===== src/rtl/count_pkg.sv =====
// ============================================================================
// count_pkg -- shared defaults and helpers for the count_up counter.
// Revision: 1.0
// ============================================================================
`default_nettype none

package count_pkg;

  localparam int COUNT_WIDTH_DEF = 4;
  localparam int COUNT_MOD_DEF   = 16;

  // True when a modulus is usable with a counter of the given width.
  function automatic bit modulus_fits(input int width, input int modulus);
    return (modulus >= 2) && (modulus <= (1 << width));
  endfunction

endpackage

`default_nettype wire


===== src/rtl/dff_sync.sv =====
// ============================================================================
// dff_sync -- single-bit D flip-flop with synchronous active-high reset.
// Revision: 1.0
// ============================================================================
`default_nettype none

module dff_sync (
  input  logic clk,
  input  logic reset,
  input  logic d,
  output logic q
);

  always_ff @(posedge clk) begin
    if (reset) q <= 1'b0;
    else       q <= d;
  end

endmodule

`default_nettype wire


===== src/rtl/count_up.sv =====
// ============================================================================
// count_up -- modulo-N up counter with load, terminal count and wrap pulse.
// Optional build macro: COUNT_UP_SATURATE_EN (hold at MODULUS-1, no wrap).
// Revision: 1.0
// ============================================================================
`default_nettype none

module count_up
  import count_pkg::*;
#(
  parameter int WIDTH   = COUNT_WIDTH_DEF,
  parameter int MODULUS = COUNT_MOD_DEF
) (
  input  logic             clk,
  input  logic             reset,
  input  logic             en,
  input  logic             load,
  input  logic [WIDTH-1:0] load_val,
  output logic [WIDTH-1:0] q,
  output logic             tc,
  output logic             wrap
);

  if (!modulus_fits(WIDTH, MODULUS)) begin : g_bad_modulus
    $error("count_up: MODULUS must satisfy 2 <= MODULUS <= 2**WIDTH");
  end

  // MODULUS can be 2**WIDTH, so the load-range compare needs one extra bit.
  localparam logic [WIDTH:0]   MOD_EXT = (WIDTH+1)'(MODULUS);
  localparam logic [WIDTH-1:0] MAX_Q   = WIDTH'(MODULUS - 1);

  logic             at_max;
  logic [WIDTH-1:0] load_clamped;
  logic [WIDTH-1:0] q_inc;
  logic [WIDTH-1:0] q_term;
  logic [WIDTH-1:0] q_next;
  logic             wrap_next;

  assign at_max       = (q == MAX_Q);
  assign load_clamped = ({1'b0, load_val} >= MOD_EXT) ? MAX_Q : load_val;
  assign q_inc        = q + WIDTH'(1);

`ifdef COUNT_UP_SATURATE_EN
  assign q_term    = MAX_Q;
  assign wrap_next = 1'b0;
`else
  assign q_term    = '0;
  assign wrap_next = en && !load && at_max;
`endif

  always_comb begin
    q_next = q;
    if (load)      q_next = load_clamped;
    else if (en)   q_next = at_max ? q_term : q_inc;
  end

  assign tc = en && !load && at_max;

  for (genvar i = 0; i < WIDTH; i++) begin : g_q_bits
    dff_sync u_q_ff (
      .clk   (clk),
      .reset (reset),
      .d     (q_next[i]),
      .q     (q[i])
    );
  end

  dff_sync u_wrap_ff (
    .clk   (clk),
    .reset (reset),
    .d     (wrap_next),
    .q     (wrap)
  );

endmodule

`default_nettype wire


===== config.mk =====
export PLATFORM = sky130hd
export DESIGN_NAME = count_up
export DESIGN_NICKNAME = d
export VERILOG_FILES = /design/src/rtl/count_pkg.sv /design/src/rtl/dff_sync.sv /design/src/rtl/count_up.sv
export SDC_FILE = /design/constraint.sdc
export NUM_CORES = 1
export LEC_CHECK = 0
export ABC_AREA = 1
export CELL_PAD_IN_SITES_DETAIL_PLACEMENT = 2
export CELL_PAD_IN_SITES_GLOBAL_PLACEMENT = 2
export CORE_UTILIZATION = 20
export DETAILED_ROUTE_END_ITERATION = 6
export PLACE_DENSITY = 0.81
export SYNTH_ARGS = -nofsm -noshare
export SYNTH_HDL_FRONTEND = slang
export SYNTH_SLANG_ARGS = --single-unit

===== constraint.sdc =====
create_clock -name clk -period 2.5 [get_ports clk]
set_input_delay 0.25 -clock clk [delete_from_list [all_inputs] [get_ports clk]]
set_output_delay 0.25 -clock clk [all_outputs]
set_load 0.005 [all_outputs]

## Word-level counts from Yosys, hierarchy flattened

Index checks and enable logic that the tools add are counted.

| operators by class | value |
|---|---|
| equal/unequal tests | 1 |
| muxes and demuxes | 3 |
| reduce and logical (&&, ||, !) cells | 4 |
| add/subtract/negate cells | 1 |

Operators by type and width:

| operator | count |
|---|---|
| $mux 4 | 3 |
| $add 4x1->4 const B | 1 |
| $eq 4x4->1 const B | 1 |
| $logic_and 1x1->1 | 2 |
| $reduce_bool 2->1 | 1 |
| $logic_not 1->1 | 1 |

| word-level totals | value |
|---|---|
| register bits after elaboration | 5 |
| bits of input ports | 8 |
| word-level logic and storage cells | 14 |

## Longest topological paths before layout

| logic depth | value |
|---|---|
| depth after elaboration | 4 |
| depth in mapped cells | 6 |
| mapped depth without buffers | 6 |

## Hierarchy

From an unflattened synthesis, not the netlist that was laid out.

| unflattened totals | value |
|---|---|
| cell total of the unflattened synthesis | 44 |
| area total of the unflattened synthesis | 310.3 um^2 |

By module, submodules not included:

| module | cells each | sequential area each (um^2) | times used | area each (um^2) |
|---|---|---|---|---|
| count_up | 29 | 0.0 | 1 | 160.2 |
| dff_sync | 3 | 20.0 | 5 | 30.0 |

## Worst setup path after synthesis

OpenSTA, ideal clock, no wires.

| timing path | value |
|---|---|
| path kind | register to register |
| from | register g_q_bits[0].u_q_ff.q |
| to | register g_q_bits[0].u_q_ff.q |
| setup slack | 1.417 ns |
| stages on the path, launching flop included | 6 |
| arrival | 1.013 ns |
| path buffers | 0 |
| period minus slack after synthesis | 1.083 ns |
| cells stage by stage | dfxtp_1 -> ha_1 -> nand3_1 -> nand2_1 -> or2_1 -> a21oi_1 |

| on the way | value |
|---|---|
| cells in the longest elaborated chain, start to end | 4 |
| elaborated cells on any way between the ends | 5 |

Ends and longest elaborated chain:

| item | RTL line | RTL |
|---|---|---|
| start, declared | dff_sync.sv:11 | `output logic q` |
| start signal, assigned | dff_sync.sv:15 | `if (reset) q <= 1'b0;` |
| start signal, assigned | dff_sync.sv:16 | `else q <= d;` |
| $add 4x1->4 or $eq 4x4->1 (tied branches) | count_up.sv:41, count_up.sv:39 |  |
| $mux 4 * (2 in a row) | count_up.sv:54 | `else if (en) q_next = at_max ? q_term : q_inc;` |
| $mux 4 * | count_up.sv:53 | `if (load) q_next = load_clamped;` |

Every way passes the cells marked *; elsewhere a longest branch is shown, timed or not. The select of a mux whose other input is x is not followed.
A chain may end at the register's enable or synchronous reset.

## Worst setup path in the final report

| timing path | value |
|---|---|
| from | register g_q_bits[0].u_q_ff.q |
| to | output port tc |

| on the way | value |
|---|---|
| cells in the longest elaborated chain, start to end | 2 |

Ends and longest elaborated chain:

| item | RTL line | RTL |
|---|---|---|
| $eq 4x4->1 | count_up.sv:39 | `assign at_max = (q == MAX_Q);` |
| $logic_and 1x1->1 | count_up.sv:57 | `assign tc = en && !load && at_max;` |
| end, declared | count_up.sv:20 | `output logic tc,` |

No other way between the ends.

==> results_dict.tcl <==
set metrics [dict create \
    worstSetupStartpoint "g_q_bits[0].u_q_ff.q" \
    run_status "complete, no violations" \
    sw_share_pct 25.0 \
    ff2ff_setup_slack_ns 1.31 \
    final_nets 63 \
    cts_setup_buffers 0 \
    worstReg2RegEnd "g_q_bits[0].u_q_ff.q" \
    firstDrtPassIters 2 \
    use_met2_pct 21.8 \
    layout-drive-gt1-share_pct 7.55 \
    tritoncts "built" \
    crit_end "tc" \
    reg2reg_depth 5 \
    antenna_violating_nets_remaining 0 \
    worstPathRequired_ns 2.25 \
    main_combinational_cell_family_by_area_after_synthesis "simple AND/OR/NAND/NOR gates" \
    p_per_area_mw_per_mm2 511 \
    post_cts_resize_count 0 \
    avgViaCountPerCell 4.40 \
    setup_violations 0 \
    fp.dieH_microns 40.3 \
    synthAdderAreaFrac_pct 4.26 \
    hold_slack_ns 0.591 \
    timing.final.hold_violations 0 \
    clock.fmax_mhz 528 \
    worst-slew-pin-transition_ns 0.267 \
    place.detailed.hpwl_microns 689 \
    ys_warn_count 0 \
    finalSetupTns_ns 0 \
    cts.reportedPaths.clkPinSlew_ns 0.05 \
    grt_pass1_vias 306 \
    cts_buffers 3 \
    cts_root_buffer "sky130_fd_sc_hd__clkbuf_4" \
    synth_simple_gate_area_share_pct 28.1 \
    setup_clock_skew_after_layout_ns 0.000604 \
    placed_area_sq_um 413 \
    critical_path_peak_fanout 6 \
    placeableCoreArea_sq_mm 0.00133 \
    initial_core_util_pct 22.0 \
    floorplan.die.width_microns 40.3 \
    gp_congestion 0.613 \
    dieArea_sq_mm 0.00163 \
    route.detailed.wl_per_inst_microns 11.9 \
    yosys.area_share.xor_xnor_pct 2.98 \
    synth_compound_gate_area_share_pct 12.8 \
    num_vias 299 \
    synthesis.area_sq_um 294 \
    initial_antenna_violation_count 0 \
    detail_route.iter0.violations 3 \
    grt_busiest_layer "met2" \
    power.internal_uw 168 \
    clock_path_buffers 2 \
    grt_pass1_wl_mm 1.21 \
    grt_setup_unrepaired "false" \
    grt_max_degree 7 \
    syn-mean-instance-area_sq_um 7.35 \
    leakage_uw 0.000191 \
    worstSkewPairLatency_ns 0.24 \
    post_route_drc 0 \
    sequentialPowerShare_pct 40.4 \
    global_routing_met1_resource_utilization_pct 11.6 \
    clkSinkCount 5 \
    cp-start-kind "register" \
    htree_num_levels 1 \
    power.ir.vdd_worst_mv 0.193 \
    net_count_after_synthesis 49 \
    post-synth-top-area-fraction_pct 34.0 \
    fraction_of_power_consumed_by_combinational_cells_pct 17.5 \
    slew_headroom_pct 82.1 \
    number_of_distinct_library_cell_variants_in_the_gate_level_netlist_after_synthesis 14 \
    critical_r2r_launch "g_q_bits[0].u_q_ff.q" \
    grt.overflow.total 0 \
    pwr-share-clk_pct 42.1 \
    io_buffer_count 13 \
    floorplan.rows 13 \
    critical_path_arrival_ns 1.64 \
    synth_top_area_cell "sky130_fd_sc_hd__dfxtp_1" \
    synth_seq_area_share_pct 34.0 \
    period_share_pct 75.7 \
    postCtsHoldBufs 0 \
    critPathKind "register to output pin" \
    hold_start "g_q_bits[3].u_q_ff.q" \
    m3_gr_usage_pct 1.67 \
    antennaDiodeCount 0 \
    drv_slew 0 \
    multiplexer_area_fraction_after_synthesis_pct 0 \
    synthTopCellsByArea "sky130_fd_sc_hd__dfxtp_1 (34%), sky130_fd_sc_hd__buf_4 (10%), sky130_fd_sc_hd__nand2_1 (8.9%)" \
    total_switching_power_uw 56.1 \
    layout.cell_area.non_filler_sq_um 439 \
    final_period_minus_worst_setup_slack_ns 1.89 \
    route.final.wire_length_microns 807 \
    type_of_the_tightest_min_delay_check "register to register" \
    flow.area_growth_from_synthesis_pct 49.4 \
    syn-instance-count 40 \
    global_route.usage.total_pct 12.0 \
    max_cap_violations 0 \
    io_pins 14 \
    synth.ff_latch_count 5 \
    critPathCaptureType "output pin" \
]
==> through the flow <==
stage / power [uW] / utilization [%] / setup WS [ns] / instances
floorplan: 111 / - / 1.42 / 40
global placement: 130 / 31.0 / 0.614 / 64
detailed placement: 133 / 31.0 / 0.587 / 64
CTS: 229 / 32.9 / 0.567 / 68
global route: 236 / 32.9 / 0.482 / 68
finish: 224 / 32.9 / 0.606 / 68
==> logic make-up after synthesis <==
family / Yosys count
DFF: 5
adders and majority gates: 1
xor gates and xnor gates: 1
buffers and inverters: 10
AOI/OAI and AO/OA: 6
and+or+nand+nor: 17
==> worst min-delay path by stage <==
stage | to | slack, ns | depth (start not counted)
after floorplan | g_q_bits[0].u_q_ff.q | 0.32 | 1
after global placement | u_wrap_ff.q | 0.58 | 2
after detailed placement | u_wrap_ff.q | 0.59 | 2
after CTS | u_wrap_ff.q | 0.61 | 2
after global routing | u_wrap_ff.q | 0.64 | 2
final | u_wrap_ff.q | 0.59 | 2
==> cells in the final DEF, fill, tap and decap left out <==
master,count
sky130_fd_sc_hd__clkbuf_4,3
sky130_fd_sc_hd__dfxtp_1,5
sky130_fd_sc_hd__nand4_1,1
sky130_fd_sc_hd__clkbuf_1,1
sky130_fd_sc_hd__nand3_1,4
sky130_fd_sc_hd__ha_1,1
sky130_fd_sc_hd__inv_1,6
sky130_fd_sc_hd__nor2_1,2
sky130_fd_sc_hd__clkdlybuf4s50_1,13
sky130_fd_sc_hd__nand2_1,7
sky130_fd_sc_hd__nor3_1,1
sky130_fd_sc_hd__a22oi_1,3
sky130_fd_sc_hd__nor2_4,1
sky130_fd_sc_hd__xor2_1,1
sky130_fd_sc_hd__or2_1,1
sky130_fd_sc_hd__a21oi_1,3
==> state kept, by name (all words and copies together), names as in the netlist <==
name / cells
u_wrap_ff.q: 1
g_q_bits.u_q_ff.q: 4
==> power by group through the flow <==
stage / registers [uW] / clock network [uW] / logic (uW)
after floorplan: 90.2 / 0 / 20.4
after global placement: 92.1 / 0 / 38.4
after detailed placement: 92.7 / 0 / 40.0
after CTS: 91.1 / 97.3 / 40.2
after global routing: 91.6 / 100 / 43.9
final: 90.8 / 94.5 / 39.2
==> worst max-delay path, stage by stage, from the launching register on <==
cell and delay [ns]:
sky130_fd_sc_hd__dfxtp_1 0.42, sky130_fd_sc_hd__ha_1 0.22, sky130_fd_sc_hd__nand3_1 0.13, sky130_fd_sc_hd__nor2_1 0.12, sky130_fd_sc_hd__clkdlybuf4s50_1 0.51
==> routing by layer <==
metal  up-vias  part of all wire (%)  wire length [microns]
li1        152                     -                      -
met5         -                     0                      0
met3         0                   4.0                     32
met2         8                    54                    434
met4         0                     0                      0
met1       139                    42                    341
==> layout make-up <==
class,instances,area [sq um]
clock buffers,4,26.3
inverters,6,22.5
well taps,15,18.8
repair buffers,13,130
flip-flops and latches,5,100
multi-input cells,25,141
fillers,165,895
==> synthesized netlist by cell type, drive strengths merged <==
master  count
dfxtp       5
ha          1
xor2        1
a22oi       3
nand4       1
nand2       7
inv         6
nor2        3
or2         1
nor3        1
nand3       4
a21oi       3
buf         4
No activity file was read; power rests on OpenSTA's default activity.
